File: src/rtl/sys_ram_byte_packer.sv
// Packs a byte stream little-endian into 32-bit words and writes them to the
// system RAM over a zero-wait-state Avalon-MM port, one command at a time.
module sys_ram_byte_packer #(
  parameter int ADDR_W = 15,
  parameter int LEN_W  = 16
) (
  input  logic              clk,
  input  logic              reset,
  input  logic              cmd_valid,
  output logic              cmd_ready,
  input  logic [ADDR_W-1:0] cmd_addr,
  input  logic [LEN_W-1:0]  cmd_len,
  input  logic              in_valid,
  output logic              in_ready,
  input  logic [7:0]        in_data,
  output logic [ADDR_W-1:0] ram_address,
  output logic [3:0]        ram_byteenable,
  output logic              ram_chipselect,
  output logic              ram_write,
  output logic [31:0]       ram_writedata,
  output logic              ram_clken,
  output logic              busy,
  output logic              done
);

  typedef enum logic [1:0] {
    IDLE  = 2'd0,
    FILL  = 2'd1,
    WRITE = 2'd2,
    DONE  = 2'd3
  } state_t;

  state_t            state_reg;
  state_t            state_next;
  logic [ADDR_W-1:0] addr_reg;
  logic [LEN_W-1:0]  remaining_reg;
  logic [1:0]        lane_reg;
  logic              cmd_ready_reg;
  logic              in_ready_reg;
  logic              busy_reg;
  logic              done_reg;
  logic              write_reg;

  logic              cmd_take;
  logic              byte_take;
  logic              word_last;
  logic              lane_clear;
  logic [3:0][7:0]   lane_data;
  logic [3:0]        lane_be;

  assign cmd_take   = (state_reg == IDLE) && cmd_valid;
  assign byte_take  = (state_reg == FILL) && in_valid;
  assign word_last  = (lane_reg == 2'd3) || (remaining_reg == LEN_W'(1));
  // A new command and the cycle after a write both start an empty word.
  assign lane_clear = cmd_take || (state_reg == WRITE);

  always_comb begin
    state_next = state_reg;
    case (state_reg)
      IDLE: begin
        if (cmd_valid) begin
          state_next = (cmd_len == '0) ? DONE : FILL;
        end
      end
      FILL: begin
        if (in_valid && word_last) begin
          state_next = WRITE;
        end
      end
      WRITE: begin
        state_next = (remaining_reg == '0) ? DONE : FILL;
      end
      DONE: begin
        state_next = IDLE;
      end
      default: begin
        state_next = IDLE;
      end
    endcase
  end

  // Control registers and registered outputs decoded from the next state.
  always_ff @(posedge clk) begin
    if (reset) begin
      state_reg     <= IDLE;
      addr_reg      <= '0;
      remaining_reg <= '0;
      lane_reg      <= '0;
      cmd_ready_reg <= 1'b0;
      in_ready_reg  <= 1'b0;
      busy_reg      <= 1'b0;
      done_reg      <= 1'b0;
      write_reg     <= 1'b0;
    end else begin
      state_reg <= state_next;
      if (cmd_take) begin
        addr_reg      <= cmd_addr;
        remaining_reg <= cmd_len;
        lane_reg      <= '0;
      end else if (byte_take) begin
        remaining_reg <= remaining_reg - LEN_W'(1);
        lane_reg      <= lane_reg + 2'd1;
      end else if (state_reg == WRITE) begin
        addr_reg <= addr_reg + ADDR_W'(1);
        lane_reg <= '0;
      end
      cmd_ready_reg <= (state_next == IDLE);
      in_ready_reg  <= (state_next == FILL);
      busy_reg      <= (state_next != IDLE);
      done_reg      <= (state_next == DONE);
      write_reg     <= (state_next == WRITE);
    end
  end

  genvar gi;
  generate
    for (gi = 0; gi < 4; gi++) begin : g_lane
      logic [7:0] byte_reg;
      logic       be_reg;
      logic       lane_hit;

      assign lane_hit = byte_take && (lane_reg == 2'(gi));

      always_ff @(posedge clk) begin
        if (reset) begin
          byte_reg <= '0;
          be_reg   <= 1'b0;
        end else if (lane_clear) begin
          byte_reg <= '0;
          be_reg   <= 1'b0;
        end else if (lane_hit) begin
          byte_reg <= in_data;
          be_reg   <= 1'b1;
        end
      end

      assign lane_data[gi] = byte_reg;
      assign lane_be[gi]   = be_reg;
    end
  endgenerate

  assign cmd_ready      = cmd_ready_reg;
  assign in_ready       = in_ready_reg;
  assign busy           = busy_reg;
  assign done           = done_reg;
  assign ram_address    = addr_reg;
  assign ram_writedata  = lane_data;
  assign ram_byteenable = lane_be;
  assign ram_chipselect = write_reg;
  assign ram_write      = write_reg;
  assign ram_clken      = 1'b1;

endmodule

File: config.mk
export PLATFORM = sky130hd
export DESIGN_NAME = sys_ram_byte_packer
export DESIGN_NICKNAME = d
export VERILOG_FILES = /design/src/rtl/sys_ram_byte_packer.sv
export SDC_FILE = /design/constraint.sdc
export NUM_CORES = 1
export LEC_CHECK = 0
export BUFFER_PORTS_ARGS = -buffer_cell sky130_fd_sc_hd__buf_2
export CORE_MARGIN = 1
export CORE_UTILIZATION = 51
export DETAILED_ROUTE_END_ITERATION = 10
export GPL_TIMING_DRIVEN = 0
export PLACE_DENSITY = 0.78
export RECOVER_POWER = 50
export SKIP_CTS_REPAIR_TIMING = 1
export SLEW_MARGIN = 20
export SYNTH_ARGS = -nofsm -noshare
export SYNTH_HDL_FRONTEND = slang
export SYNTH_SLANG_ARGS = --single-unit
File: constraint.sdc
create_clock -name clk -period 1.8 [get_ports clk]
set_input_delay 0 -clock clk [delete_from_list [all_inputs] [get_ports clk]]
set_output_delay 0 -clock clk [all_outputs]
set_load 0.02 [all_outputs]
==> flow_metrics.env, run 1 <==
export IMPL_final_layout_size_suffix_gt1_share_pct=18.3
export IMPL_startpoint_type="flop"
export IMPL_cts_root_buffer="clkbuf_8"
export IMPL_final_area_um2=4670
export IMPL_largest_reg_flops=32
export IMPL_synth_area_leaders="dfxtp_1 (43%), nand2_1 (9.4%), a21oi_1 (7.1%)"
export IMPL_htreeDepth=3
export IMPL_synthArstFlopShare_pct=0
export IMPL_finalSetupTns_ns=0
export IMPL_final_common_cell="nand2_1"
export IMPL_ys_ff_latch=76
export IMPL_grt_pass1_vias=3342
export IMPL_die_height_um=85.8
export IMPL_grt_max_degree=14
export IMPL_antenna_found_initial=0
export IMPL_pwr_share_seq_pct=48.4
export IMPL_design_power_total_uw=3810
export IMPL_design_die_area_um2=7350
export IMPL_layout_nets=629
export IMPL_outcome="finished with violations"
export IMPL_required_ns=2.06
export IMPL_yosysSeqAreaShare_pct=42.5
export IMPL_syn_nets=495
export IMPL_swShare_pct=29.2
export IMPL_fin_ws_ns=0.0483
export IMPL_syn_to_final_growth_pct=30.4
export IMPL_place_area_um2=4180
export IMPL_synth_edf_count=0
export IMPL_synth_top_area_share_pct=42.5
export IMPL_dr_pass1_iters=8
export IMPL_comb_power_share_pct=16.8
export IMPL_row_count=30
export IMPL_port_buffers=97
export IMPL_fmax_ghz=0.571
export IMPL_hold_class="input port to flop"
export IMPL_clock_power_share_pct=34.8
export IMPL_remaining_drc_errors=0
export IMPL_timing_final_crit_share_pct=97.3
export IMPL_hold_viol_final=5
export IMPL_ant_nets=0
export IMPL_grt_pass1_wl_mm=16.1
export IMPL_clk_pin_slew_ns=0.08
export IMPL_critPathMaxFanout=10
export IMPL_yosysWarnings=0
export IMPL_track_usage_pct=28.0
export IMPL_initial_core_util_pct=52.7
export IMPL_final_cell_mix="nand2_1 (89), dfxtp_1 (70), clkbuf_1 (67)"
export IMPL_dr_first_iter_drc_count=301
export IMPL_overflow=0
export IMPL_maxCapViolations=0
export IMPL_setup_violations_final=0
export IMPL_period_needed_ns=1.75
export IMPL_n_antenna_cell=0
export IMPL_tightest_slew_ns=0.617
export IMPL_place_hpwl_mm=7.14
export IMPL_cts_buffer_depth=2
export IMPL_num_vias=3805
export IMPL_syn_area_per_cell_um2=8.04
export IMPL_switchingPower_uw=1110
export IMPL_endpoint_kind="flop"
export IMPL_synth_top_cell_by_area="dfxtp_1"
export IMPL_hold_ws_ns=-0.0241
export IMPL_synth_main_ff_cell="dfxtp_1"
export IMPL_power_density_nw_per_um2=817
export IMPL_ir_worst_vdd_uv=609
export IMPL_synth_cell_type_count=57
export IMPL_die_w_um=85.8
export IMPL_clock_sinks=76
export IMPL_vias_per_cell=5.60
export IMPL_cts_tree="yes"
export IMPL_fin_skew_ns=0.00815
export IMPL_drv_slew=0
export IMPL_wire_per_inst_um=15.7
export IMPL_worst_ep_arrival_time_ns=2.02
export IMPL_io_pins=101
export IMPL_cts_buffers=9
export IMPL_internal_power_uw=2700
export IMPL_clk_latency_ns=0.35
export IMPL_violations="hold timing"
export IMPL_p_leak_uw=0.00170
export IMPL_core_um2=6790
export IMPL_path_class="flop to flop"
export IMPL_place_gp_congestion=0.889
export IMPL_syn_inst=445
export IMPL_relSlewSlack_pct=58.9
export IMPL_netlist_area_um2=3580
export IMPL_routed_wl_mm=10.7
export IMPL_pre_cts_ws_ns=-0.0879
## layer usage
layer | part of all wire [%] | track usage [%] | wire, um | up-vias
met4 | 2.8 | 13.2 | 297 | 0
li1 | - | - | - | 1851
met2 | 47 | 45.3 | 5040 | 180
met1 | 43 | 36.3 | 4530 | 1745
met5 | 0 | 0 | 0 | -
met3 | 7.3 | 4.91 | 778 | 29
## Yosys cell counts (2+ instances only)
library cell,number
clkbuf_2,2
o211ai_1,5
ha_1,7
a31oi_1,13
and2_1,9
clkbuf_1,14
mux2i_1,3
nor4_1,3
nor3_1,4
buf_4,7
nand4_1,12
o21bai_1,2
or4_1,2
nor2b_1,2
nand3_1,15
nand2b_1,4
or3_1,8
buf_2,10
inv_1,8
a22oi_1,6
a2bb2oi_1,2
nor3b_2,2
a21o_1,2
a21oi_1,51
a211oi_1,10
o311ai_0,3
a311oi_1,3
nor2_1,26
and4_1,2
and3_1,4
a221oi_1,2
or2_2,2
o21ai_0,11
nand2_1,90
dfxtp_1,76
o21a_1,2
## final cells by class
cell class | count | area [um^2]
Buffer | 33 | 181
Clock buffer | 10 | 138
Clock inverter | 6 | 63.8
Fill cell | 583 | 2130
Inverter | 8 | 35.0
Multi-Input combinational cell | 327 | 1920
Sequential cell | 76 | 1540
Tap cell | 96 | 120
Timing Repair Buffer | 124 | 673
## logic make-up after synthesis
kind of cell | synth area share, %
compound gates | 20.3
xor+xnor | 0.245
fa+ha+maj | 2.45
buf+inv | 5.56
flops | 42.5
mux | 1.15
other cells | 0.105
simple gates | 27.7
## worst max-delay path, cell delays in order, from the launching register on
cell	delay (ns)
dfxtp_1	0.38
or3b_1	0.40
buf_2	0.22
nor2_1	0.19
nand4_1	0.19
a211oi_2	0.29
## worst paths after layout
check,start,end,slack (ns),cells past startpoint
max,state_reg[1],done,0.05,5
min,cmd_addr[9],ram_address[9],-0.02,3
max reg2reg,state_reg[1],done,0.05,5
min reg2reg,g_lane[0].byte_reg[2],g_lane[0].byte_reg[2],0.46,2
## stage by stage
| stage | instances | utilization (%) |
|---|---|---|
| 2_1_floorplan | 445 | - |
| 3_3_place_gp | 638 | 61.6 |
| 3_5_place_dp | 638 | 61.6 |
| 4_1_cts | 654 | 64.5 |
| 5_1_grt | 680 | 68.7 |
| 6_report | 680 | 68.7 |
## power by group through the flow
stage                     logic (uW)  registers (uW)  clock network (uW)
final                            639            1840                1330
after detailed placement         558            1870                   0
after CTS                        560            1830                1330
after global routing             695            1850                1400
after global placement           545            1860                   0
after floorplan                  325            1900                   0
Power figures use the tool's default switching activity.
==> run 2, diff against run 1 <==
CORE_UTILIZATION = 25   (was 51)
MAX_ROUTING_LAYER = met4   (was not set)
PLACE_DENSITY = not set   (was 0.78)
==> run 2 against run 1 <==
The flow still finishes with violations (hold timing). First-iteration DRC count grew 4.3%. Sequential cell count did not move. Via count is 0.16% lower. Final cell count grew 12%. Clock power rose by 52%. Design area grew 4.3%. Wire length rose by 7.8%. Worst setup slack worse by 0.0062 ns. Clock skew fell by 0.0026 ns. Critical path depth unchanged. Sequential power barely moved. Largest cell class unchanged. Largest power group is now the clock network. Highest routed layer unchanged.
==> flow_metrics.env, run 2 (same netlist as run 1, synthesis figures left out) <==
export IMPL_die_height_um=122
export IMPL_met2WireLength_mm=5.23
export IMPL_initial_core_util_pct=25.7
export IMPL_hold_viol_final=5
export IMPL_core_um2=13900
export IMPL_cts_buffers=9
export IMPL_grt_pass1_wl_mm=17.6
export IMPL_overflow=0
export IMPL_fin_skew_ns=0.00553
export IMPL_crit_path_frequent_cell="buf_2"
export IMPL_power_density_nw_per_um2=923
export IMPL_grt_setup_unrepaired="true"
export IMPL_layout_nets=625
export IMPL_crit_start="state_reg[1]"
export IMPL_vias_per_cell=5.00
export IMPL_violations="hold timing"
export IMPL_clock_sinks=76
export IMPL_antenna_found_initial=0
export IMPL_routed_wl_mm=11.5
export IMPL_dr_first_iter_drc_count=314
export IMPL_clk_pin_slew_ns=0.07
export IMPL_routed_top_layer="met4"
export IMPL_track_usage_pct=15.9
export IMPL_hold_class="input port to flop"
export IMPL_row_count=43
export IMPL_port_buffers=97
export IMPL_dr_pass1_iters=5
export IMPL_slowest_delay_ns=0.43
export IMPL_cts_root_buffer="clkbuf_16"
export IMPL_slowest_stage="nor3b_2"
export IMPL_grt_pass1_vias=3381
export IMPL_wl_met3_um=725
export IMPL_cts_buffer_depth=2
export IMPL_final_common_cell="nand2_1"
export IMPL_hold_ws_ns=-0.0331
export IMPL_ir_worst_vdd_uv=556
export IMPL_num_vias=3799
export IMPL_design_power_total_uw=4490
export IMPL_place_hpwl_mm=8.40
export IMPL_final_cell_mix="nand2_1 (89), dfxtp_1 (69), clkbuf_1 (67)"
export IMPL_wl_met1_mm=5.43
export IMPL_relSlewSlack_pct=59.0
export IMPL_pre_cts_ws_ns=-0.0785
export IMPL_finalSetupTns_ns=0
export IMPL_outcome="finished with violations"
export IMPL_endpoint_kind="flop"
export IMPL_tightest_slew_ns=0.610
export IMPL_grt_max_degree=16
export IMPL_p_leak_uw=0.00174
export IMPL_n_antenna_cell=0
export IMPL_hold_start="cmd_len[2]"
export IMPL_design_die_area_um2=14800
export IMPL_period_needed_ns=1.76
export IMPL_drv_slew=0
export IMPL_path_class="flop to flop"
export IMPL_maxCapViolations=0
export IMPL_cts_tree="yes"
export IMPL_fmax_ghz=0.569
export IMPL_remaining_drc_errors=0
export IMPL_die_w_um=122
export IMPL_worst_ep_arrival_time_ns=2.02
export IMPL_worstPathCellList="nor3b_2 -> buf_2 -> buf_2 -> nand2_1 -> a31oi_1"
export IMPL_syn_to_final_growth_pct=36.1
export IMPL_fin_ws_ns=0.0421
export IMPL_htreeDepth=3
export IMPL_clk_latency_ns=0.34
export IMPL_r2r_start="state_reg[1]"
export IMPL_setup_violations_final=0
export IMPL_startpoint_type="flop"
export IMPL_io_pins=101
export IMPL_wire_per_inst_um=15.1
export IMPL_required_ns=2.06
export IMPL_timing_final_crit_share_pct=97.7
export IMPL_largest_reg_flops=32
export IMPL_final_layout_size_suffix_gt1_share_pct=17.9
export IMPL_ant_nets=0
export IMPL_place_gp_congestion=0.880
export IMPL_critPathMaxFanout=10
-- run 2: changes by cell type in the layout (fill, tap and decap cells not counted), sizes merged, moves of 2 or more --
cell and delta:
inv +4, dlygate4sd3 -2, clkbuf -4, clkinv -3
-- run 2: metrics by stage --
stage | utilization (%) | cells | instance area (um^2)
detailed placement | 30.8 | 722 | 4290
global placement | 30.8 | 722 | 4290
floorplan | - | 445 | 3580
CTS | 33.1 | 738 | 4620
finish | 34.9 | 760 | 4870
global route | 34.9 | 760 | 4870
-- run 2: critical path, delay by kind of cell, from the launching register on --
family / cells / cell delay [ns]
flip-flops: 1 / 0.36
AO/OA/AOI/OAI: 1 / 0.17
AND/OR/NAND/NOR: 2 / 0.52
buffers and inverters: 2 / 0.63
-- run 2: worst paths after layout --
path / endpoint / cells past startpoint / slack [ns]
worst min-delay path: remaining_reg[2] / 3 / -0.03
worst max-delay path: remaining_reg[6] / 5 / 0.04
worst max register to register: remaining_reg[6] / 5 / 0.04
worst min register to register: g_lane[3].byte_reg[3] / 2 / 0.46
-- run 2: layout make-up --
cell class                      instances  area [um^2]
Clock buffer                            9          225
Timing Repair Buffer                  122          652
Inverter                                8         30.0
Fill cell                            1459         9070
Multi-Input combinational cell        327         1920
Sequential cell                        76         1540
Buffer                                 31          171
Clock inverter                          7          105
Tap cell                              180          225
-- run 2: where the power goes --
group | switching, uW | internal (uW) | total, uW
Combinational | 367 | 260 | 627
Sequential | 87.9 | 1750 | 1840
Clock | 782 | 1240 | 2020
Total | 1240 | 3250 | 4490
-- run 2: routing by layer --
layer | GRT usage (%) | up-vias
met2 | 24.8 | 149
met4 | 4.86 | 0
met5 | - | -
met1 | 20.7 | 1793
met3 | 3.14 | 8
li1 | - | 1849
